<file path="config.mk">
export PLATFORM = sky130hd
export DESIGN_NAME = fetch_unit_flat
export DESIGN_NICKNAME = d
export VERILOG_FILES = /design/src/rtl/fetch_if.sv /design/src/rtl/fetch_unit.sv /design/src/flat_wrapper.sv
export SDC_FILE = /design/constraint.sdc
export NUM_CORES = 1
export LEC_CHECK = 0
export CORE_UTILIZATION = 40
export DETAILED_ROUTE_END_ITERATION = 12
export PLACE_DENSITY = 0.67
export SLEW_MARGIN = 0
export SYNTH_ARGS = -nofsm -noshare
export SYNTH_HDL_FRONTEND = slang
export SYNTH_SLANG_ARGS = --single-unit
</file>
<file path="constraint.sdc">
create_clock -name clk -period 3.9 [get_ports clk]
set_clock_uncertainty 0.1 [all_clocks]
set_input_delay 0.585 -clock clk [delete_from_list [all_inputs] [get_ports clk]]
set_output_delay 0.585 -clock clk [all_outputs]
set_load 0.02 [all_outputs]
</file>
<file path="src/rtl/fetch_if.sv">
// Fetch-stage bus bundle: instruction-memory req/ack port, decode valid/ready
// port and the redirect/halt side-band between fetch, execute and decode.
interface fetch_if #(
  parameter int WORD_SIZE = 16,
  parameter int ADDR_SIZE = 8
);
  logic                 imem_req;
  logic [ADDR_SIZE-1:0] imem_addr;
  logic [WORD_SIZE-1:0] imem_rdata;
  logic                 imem_ack;
  logic [WORD_SIZE-1:0] instr_out;
  logic [ADDR_SIZE-1:0] pc_out;
  logic                 instr_valid;
  logic                 instr_ready;
  logic                 redirect;
  logic [ADDR_SIZE-1:0] redirect_pc;
  logic                 halted;

  // fetch unit side
  modport master (
    output imem_req, imem_addr, instr_out, pc_out, instr_valid, halted,
    input  imem_rdata, imem_ack, instr_ready, redirect, redirect_pc
  );

  // memory / decode / execute side
  modport slave (
    input  imem_req, imem_addr, instr_out, pc_out, instr_valid, halted,
    output imem_rdata, imem_ack, instr_ready, redirect, redirect_pc
  );
endinterface

</file>
<file path="src/rtl/fetch_unit.sv">
// Instruction fetch stage: owns the PC, issues one word request at a time,
// holds the fetched word for decode, squashes wrong-path words on redirect
// and parks in HALT once a HALT opcode is consumed.
module fetch_unit #(
  parameter int                     WORD_SIZE   = 16,
  parameter int                     ADDR_SIZE   = 8,
  parameter int                     OPCODE_SIZE = 4,
  parameter logic [ADDR_SIZE-1:0]   RESET_PC    = '0,
  parameter logic [OPCODE_SIZE-1:0] HALT_OPCODE = '1
) (
  input  logic     clk,
  input  logic     rst_n,
  fetch_if.master  f
);

  typedef enum logic [1:0] {S_IDLE, S_REQ, S_HOLD, S_HALT} state_t;

  state_t               state_q, state_d;
  logic [ADDR_SIZE-1:0] pc_q, pc_d;
  logic [ADDR_SIZE-1:0] req_addr_q, req_addr_d;
  logic [WORD_SIZE-1:0] instr_q, instr_d;
  logic [ADDR_SIZE-1:0] pc_out_q, pc_out_d;
  logic                 valid_q, valid_d;
  // set when a redirect lands while a request is outstanding: the word that
  // eventually comes back belongs to the old path and must be dropped
  logic                 discard_q, discard_d;

  logic [OPCODE_SIZE-1:0] opcode;
  assign opcode = instr_q[WORD_SIZE-1 -: OPCODE_SIZE];

  // state and datapath registers, all reset asynchronously
  always_ff @(posedge clk or negedge rst_n) begin
    if (!rst_n) begin
      state_q    <= S_IDLE;
      pc_q       <= RESET_PC;
      req_addr_q <= RESET_PC;
      instr_q    <= '0;
      pc_out_q   <= '0;
      valid_q    <= 1'b0;
      discard_q  <= 1'b0;
    end else begin
      state_q    <= state_d;
      pc_q       <= pc_d;
      req_addr_q <= req_addr_d;
      instr_q    <= instr_d;
      pc_out_q   <= pc_out_d;
      valid_q    <= valid_d;
      discard_q  <= discard_d;
    end
  end

  // next-state and datapath updates; redirect always wins over handshakes
  always_comb begin
    state_d    = state_q;
    pc_d       = pc_q;
    req_addr_d = req_addr_q;
    instr_d    = instr_q;
    pc_out_d   = pc_out_q;
    valid_d    = valid_q;
    discard_d  = discard_q;
    case (state_q)
      S_IDLE: begin
        state_d = S_REQ;
        if (f.redirect) begin
          pc_d       = f.redirect_pc;
          req_addr_d = f.redirect_pc;
        end
      end
      S_REQ: begin
        if (f.imem_ack) begin
          if (discard_q || f.redirect) begin
            // stale word: drop it and reissue at the newest target
            pc_d       = f.redirect ? f.redirect_pc : pc_q;
            req_addr_d = f.redirect ? f.redirect_pc : pc_q;
            discard_d  = 1'b0;
          end else begin
            instr_d  = f.imem_rdata;
            pc_out_d = req_addr_q;
            valid_d  = 1'b1;
            pc_d     = req_addr_q + ADDR_SIZE'(1);
            state_d  = S_HOLD;
          end
        end else if (f.redirect) begin
          // outstanding request must still complete at its original address
          pc_d      = f.redirect_pc;
          discard_d = 1'b1;
        end
      end
      S_HOLD: begin
        if (f.redirect) begin
          valid_d    = 1'b0;
          pc_d       = f.redirect_pc;
          req_addr_d = f.redirect_pc;
          state_d    = S_REQ;
        end else if (f.instr_ready) begin
          valid_d = 1'b0;
          if (opcode == HALT_OPCODE) begin
            state_d = S_HALT;
          end else begin
            req_addr_d = pc_q;
            state_d    = S_REQ;
          end
        end
      end
      S_HALT: begin
        if (f.redirect) begin
          pc_d       = f.redirect_pc;
          req_addr_d = f.redirect_pc;
          state_d    = S_REQ;
        end
      end
      default: state_d = S_IDLE;
    endcase
  end

  assign f.imem_req    = (state_q == S_REQ);
  assign f.imem_addr   = req_addr_q;
  assign f.instr_out   = instr_q;
  assign f.pc_out      = pc_out_q;
  assign f.instr_valid = valid_q;
  assign f.halted      = (state_q == S_HALT);

endmodule

</file>
<file path="src/flat_wrapper.sv">
// flat-port wrapper written by rule: the top's interface ports become plain ports
module fetch_unit_flat 
#(
  parameter int                     WORD_SIZE   = 16,
  parameter int                     ADDR_SIZE   = 8,
  parameter int                     OPCODE_SIZE = 4,
  parameter logic [ADDR_SIZE-1:0]   RESET_PC    = '0,
  parameter logic [OPCODE_SIZE-1:0] HALT_OPCODE = '1
)
  (clk, rst_n, f_imem_req, f_imem_addr, f_instr_out, f_pc_out, f_instr_valid, f_halted, f_imem_rdata, f_imem_ack, f_instr_ready, f_redirect, f_redirect_pc);
  fetch_if #(.WORD_SIZE(WORD_SIZE), .ADDR_SIZE(ADDR_SIZE)) f_i ();
  input  logic clk;
  input  logic rst_n;
  output wire logic [$bits(f_i.imem_req)-1:0] f_imem_req;
  output wire logic [$bits(f_i.imem_addr)-1:0] f_imem_addr;
  output wire logic [$bits(f_i.instr_out)-1:0] f_instr_out;
  output wire logic [$bits(f_i.pc_out)-1:0] f_pc_out;
  output wire logic [$bits(f_i.instr_valid)-1:0] f_instr_valid;
  output wire logic [$bits(f_i.halted)-1:0] f_halted;
  input wire logic [$bits(f_i.imem_rdata)-1:0] f_imem_rdata;
  input wire logic [$bits(f_i.imem_ack)-1:0] f_imem_ack;
  input wire logic [$bits(f_i.instr_ready)-1:0] f_instr_ready;
  input wire logic [$bits(f_i.redirect)-1:0] f_redirect;
  input wire logic [$bits(f_i.redirect_pc)-1:0] f_redirect_pc;
  assign f_imem_req = f_i.imem_req;
  assign f_imem_addr = f_i.imem_addr;
  assign f_instr_out = f_i.instr_out;
  assign f_pc_out = f_i.pc_out;
  assign f_instr_valid = f_i.instr_valid;
  assign f_halted = f_i.halted;
  assign f_i.imem_rdata = f_imem_rdata;
  assign f_i.imem_ack = f_imem_ack;
  assign f_i.instr_ready = f_instr_ready;
  assign f_i.redirect = f_redirect;
  assign f_i.redirect_pc = f_redirect_pc;
  fetch_unit #(.WORD_SIZE(WORD_SIZE), .ADDR_SIZE(ADDR_SIZE), .OPCODE_SIZE(OPCODE_SIZE), .RESET_PC(RESET_PC), .HALT_OPCODE(HALT_OPCODE)) u_core (.clk(clk), .rst_n(rst_n), .f(f_i));
endmodule
</file>
After elaboration in Yosys (flattened, before gate mapping)
Index checks and enable logic that the tools add are counted.
{"block": "op_classes", "n_addsub": 1, "n_eq_ne": 12, "mux": 26, "bitwise": 1, "reduce_logical": 11}
{"operator": "$mux W8", "count": 9}
{"operator": "$pmux W8 S3", "count": 1}
{"operator": "$pmux W8 S2", "count": 1}
{"operator": "$mux W2", "count": 6}
{"operator": "$ne A2 B1 Y1 const B", "count": 5}
{"operator": "$add A8 B1 Y8 const B", "count": 1}
{"operator": "$pmux W2 S4", "count": 1}
{"operator": "$reduce_and A4 Y1", "count": 2}
{"operator": "$mux W1", "count": 7}
{"operator": "$ne A3 B3 Y1 const B", "count": 2}
{"operator": "$reduce_and A3 Y1", "count": 2}
{"operator": "$reduce_and A5 Y1", "count": 1}
{"operator": "$eq A2 B2 Y1 const B", "count": 2}
{"operator": "$eq A4 B4 Y1 const B", "count": 1}
{"operator": "$reduce_bool A2 Y1", "count": 2}
{"operator": "$reduce_or A3 Y1", "count": 1}
{"operator": "$eq A2 B1 Y1 const B", "count": 1}
{"operator": "$logic_not A2 Y1", "count": 1}
{"operator": "$ne A2 B2 Y1 const B", "count": 1}
{"operator": "$pmux W1 S2", "count": 1}
{"operator": "$reduce_or A2 Y1", "count": 1}
{"operator": "$logic_or A1 B1 Y1", "count": 1}
{"operator": "$not A1 Y1", "count": 1}
{"block": "word_totals", "regBits": 44, "in_bits": 29, "wordCells": 58}

Depth between registers and ports, before layout
{"block": "depth", "ltp_word": 5, "ltp_mapped": 7}

Least setup slack after synthesis
No wires, ideal clock.
{"block": "synth_path", "path_kind": "reg2reg", "from": "register u_core.state_q[0]", "to": "register u_core.req_addr_q[0], in the netlist u_core.f.imem_addr[0]", "setup_time_ns": 0.125, "arrival_time_ns": 1.648, "required_time_ns": 3.675, "setup_slack_ns": 2.027, "stages_incl_launch_ff": 6, "path_buffers": 0, "period_less_slack_ns": 1.873, "cell_sequence": "dfrtp_1 -> inv_1 -> ha_1 -> nor2_2 -> mux2_2 -> mux2_2"}
{"block": "synth_via", "elab_chain_cells": 4, "word_cells_on_any_way": 12}
{"element": "from (decl)", "line_no": "fetch_unit.sv:18", "rtl": "state_t state_q, state_d;"}
{"element": "from (signal assigned)", "line_no": "fetch_unit.sv:42", "rtl": "state_q <= state_d;"}
{"element": "$eq A2 B2 Y1 or $logic_not A2 Y1 (tied branches)", "line_no": "fetch_unit.sv:61", "rtl": "case (state_q)"}
{"element": "$reduce_or A2 Y1 (no source line)"}
{"element": "$ne A2 B1 Y1 (no source line)"}
{"element": "$reduce_and A5 Y1 (no source line)"}
{"element": "to (signal assigned)", "line_no": "fetch_unit.sv:44", "rtl": "req_addr_q <= req_addr_d;"}
{"element": "to (decl)", "line_no": "fetch_unit.sv:20", "rtl": "logic [ADDR_SIZE-1:0] req_addr_q, req_addr_d;"}
Parallel ways exist; a longest one is shown, timed or not.
A chain may end at the register's enable or synchronous reset.

Worst setup path in the final report
{"block": "layout_path", "from": "input port f_redirect", "to": "register u_core.instr_q[9], in the netlist u_core.f.instr_out[9]"}
{"block": "layout_via", "elab_chain_cells": 3}
{"element": "from (decl)", "line_no": "flat_wrapper.sv:23", "rtl": "input wire logic [$bits(f_i.redirect)-1:0] f_redirect;"}
{"element": "$logic_or A1 B1 Y1", "line_no": "fetch_unit.sv:71", "rtl": "if (discard_q || f.redirect) begin"}
{"element": "$not A1 Y1 (no source line)"}
{"element": "$reduce_and A3 Y1 (no source line)"}
{"element": "to (signal assigned)", "line_no": "fetch_unit.sv:45", "rtl": "instr_q <= instr_d;"}
{"element": "to (decl)", "line_no": "fetch_unit.sv:21", "rtl": "logic [WORD_SIZE-1:0] instr_q, instr_d;"}
Every way passes these cells.

==> impl_metrics.env <==
export IMPL_internal_power_mw=1.45
export IMPL_final_common_cell="clkdlybuf4s50_1"
export IMPL_synth_fp_nets=193
export IMPL_hp_class="in -> async"
export IMPL_antenna_found_initial=0
export IMPL_ys_seq_area_share_pct=52.9
export IMPL_holdWs_ns=0.337
export IMPL_die_y_um=74.1
export IMPL_met3_length_um=372
export IMPL_layout_cells_most_common_list="clkdlybuf4s50_1 (62), dfrtp_1 (44), mux2_2 (40), a21oi_1 (9), nand2_1 (7)"
export IMPL_rrSetupSlack_ns=1.82
export IMPL_ys_seq_elements=44
export IMPL_drt_wl_total_mm=4.33
export IMPL_finalSetupTns_ns=0
export IMPL_routed_wl_met2_mm=1.93
export IMPL_finalCritPeriodShare_pct=65.3
export IMPL_arrival_ns=2.62
export IMPL_switching_power_uw=886
export IMPL_dpl_hpwl_mm=3.14
export IMPL_r2r_cells=5
export IMPL_pwr_share_seq_pct=36.1
export IMPL_clk_pin_slew_ns=0.07
export IMPL_ir_worst_vdd_uv=421
export IMPL_p_leak_nw=1.17
export IMPL_cts_resized=0
export IMPL_max_slew_margin_rel_pct=36.1
export IMPL_die_area_um2=5500
export IMPL_routed_via_count=1413
export IMPL_rsz0062_at_grt="false"
export IMPL_power_frac_clock_pct=11.4
export IMPL_hold_viol_final=0
export IMPL_num_rows=25
export IMPL_drtIter0Drc=64
export IMPL_timing_fmax_mhz=393
export IMPL_numCtsBuffers=5
export IMPL_synthDistinctLibCells=28
export IMPL_routed_top_layer="met4"
export IMPL_cp_start_kind="primary input"
export IMPL_cts_root_buf="clkbuf_8"
export IMPL_required_ns=3.98
export IMPL_wl_met1_mm=1.96
export IMPL_die_w_um=74.1
export IMPL_first_pass_iters=4
export IMPL_port_buffers=63
export IMPL_p_per_area_nw_per_um2=829
export IMPL_crit_type="in -> reg"
export IMPL_ios=64
export IMPL_r2r_start="u_core.state_q[0]"
export IMPL_htreeDepth=2
export IMPL_setup_viol=0
export IMPL_worst_pin_slew_ns=0.959
export IMPL_design_core_area_um2=4880
export IMPL_postRouteAntennaNets=0
export IMPL_final_nets=257
export IMPL_grt_pass1_wl_mm=7.20
export IMPL_diodes=0
export IMPL_syn_to_final_growth_pct=35.5
export IMPL_synthCells=159
export IMPL_p_sw_share_pct=37.9
export IMPL_postCtsSetupBuffers=0
export IMPL_outcome="finished clean"
export IMPL_drive_gt1_share_pct=23.8
export IMPL_critPathMaxFanout=24
export IMPL_syn_area_um2=2080
export IMPL_gp_congestion=0.811
export IMPL_slew_violations=0
export IMPL_end_kind="register"
export IMPL_hold_buffers=0
export IMPL_period_minus_slack_ns=2.55
export IMPL_viasPerCell=4.87
export IMPL_grt_pass1_vias=1476
export IMPL_cts_tree="done"
export IMPL_gr_total_overflow=0
export IMPL_power_frac_comb_pct=52.4
export IMPL_detail_route_wl_per_cell_um=14.9
export IMPL_start_util_pct=42.7
export IMPL_maxCapViolations=0
export IMPL_r2r_end="u_core.f.imem_addr[7]"
export IMPL_avgSynthCellArea_um2=13.1
export IMPL_worstSkewPairLatency_ns=0.30
export IMPL_yosys_warnings=0
export IMPL_drc=0
export IMPL_cts_max_path_buffers=2
export IMPL_grt_use_total_pct=17.9
export IMPL_clkSinkCount=44
export IMPL_grt_max_degree=45
==> stage by stage <==
stage / power, mW / setup WS (ns) / instances / utilization [%] / cell area, um2
2_1_floorplan: 1.55 / 2.03 / 159 / - / 2080
3_3_place_gp: 2.05 / 1.11 / 283 / 56.2 / 2740
3_5_place_dp: 2.08 / 1.03 / 283 / 56.2 / 2740
4_1_cts: 2.37 / 1.35 / 290 / 57.8 / 2820
5_1_grt: 2.49 / 1.22 / 290 / 57.8 / 2820
6_report: 2.34 / 1.35 / 290 / 57.8 / 2820
==> sequential cells by signal, indices dropped and copies added, names as in the netlist <==
signal / count
u_core.f.instr_valid: 1
u_core.discard_q: 1
u_core.pc_q: 8
u_core.f.pc_out: 8
u_core.f.instr_out: 16
u_core.state_q: 2
u_core.f.imem_addr: 8
==> kinds of logic after synthesis <==
kind of cell    after synthesis  synth area share, %
buf+inv                      13                 3.73
xor+xnor                      6                 2.52
simple gates                 24                 6.79
mux                          46                 24.8
compound gates               21                 6.31
flops                        44                 52.9
fa+ha+maj                     5                 3.00
==> routing by layer <==
layer,global-route usage [%],vias to the layer above
met5,0,-
met4,6.41,0
met3,7.05,7
met2,25.9,59
met1,24.3,665
li1,-,682
==> area by class of cell <==
| cell class | count | area (um2) |
|---|---|---|
| repair buffers | 64 | 633 |
| clock buffers | 6 | 72.6 |
| flip-flops and latches | 44 | 1100 |
| inverters | 6 | 22.5 |
| clock inverters | 1 | 5.00 |
| fillers | 433 | 2060 |
| well taps | 67 | 83.8 |
| multi-input cells | 102 | 903 |
==> power groups by stage <==
stage | sequential, mW | combinational, mW | clock, mW
after global routing | 0.884 | 1.31 | 0.298
after global placement | 0.840 | 1.21 | 0
after detailed placement | 0.853 | 1.23 | 0
after floorplan | 1.03 | 0.520 | 0
after CTS | 0.849 | 1.24 | 0.277
final | 0.846 | 1.23 | 0.267
==> worst max-delay path by stage <==
stage / start / end / slack, ns / cells past startpoint
floorplan: u_core.state_q[0] / u_core.f.imem_addr[0] / 2.03 / 5
global placement: f_redirect / u_core.f.instr_out[14] / 1.11 / 5
detailed placement: f_redirect / u_core.f.instr_out[9] / 1.03 / 5
CTS: f_redirect / u_core.f.instr_out[9] / 1.35 / 5
global route: f_redirect / u_core.f.instr_out[9] / 1.22 / 5
finish: f_redirect / u_core.f.instr_out[9] / 1.35 / 5
==> cells in the mapped netlist, drive strengths merged <==
cell	number	area (um2)
o21ai	4	20.0
ha	5	62.6
dfrtp	44	1100
mux2i	5	50.1
nor3b	2	31.3
a211oi	4	30.0
buf	6	51.3
a211o	1	8.76
o211ai	1	12.5
a21oi	9	45.0
xor2	1	8.76
mux2	41	465
nor2b	4	25.0
nand3	3	15.0
xnor2	5	43.8
nor3	1	5.00
inv	6	22.5
nand2	7	26.3
and2	2	12.5
nor2	4	17.5
clkbuf	1	3.75
o31ai	2	15.0
and4	1	8.76
==> critical path, stage by stage <==
cell,delay [ns]
clkdlybuf4s50_1,0.83
nor3b_4,0.36
and2_1,0.16
buf_4,0.30
mux2_2,0.38
Power figures use the tool's default switching activity.
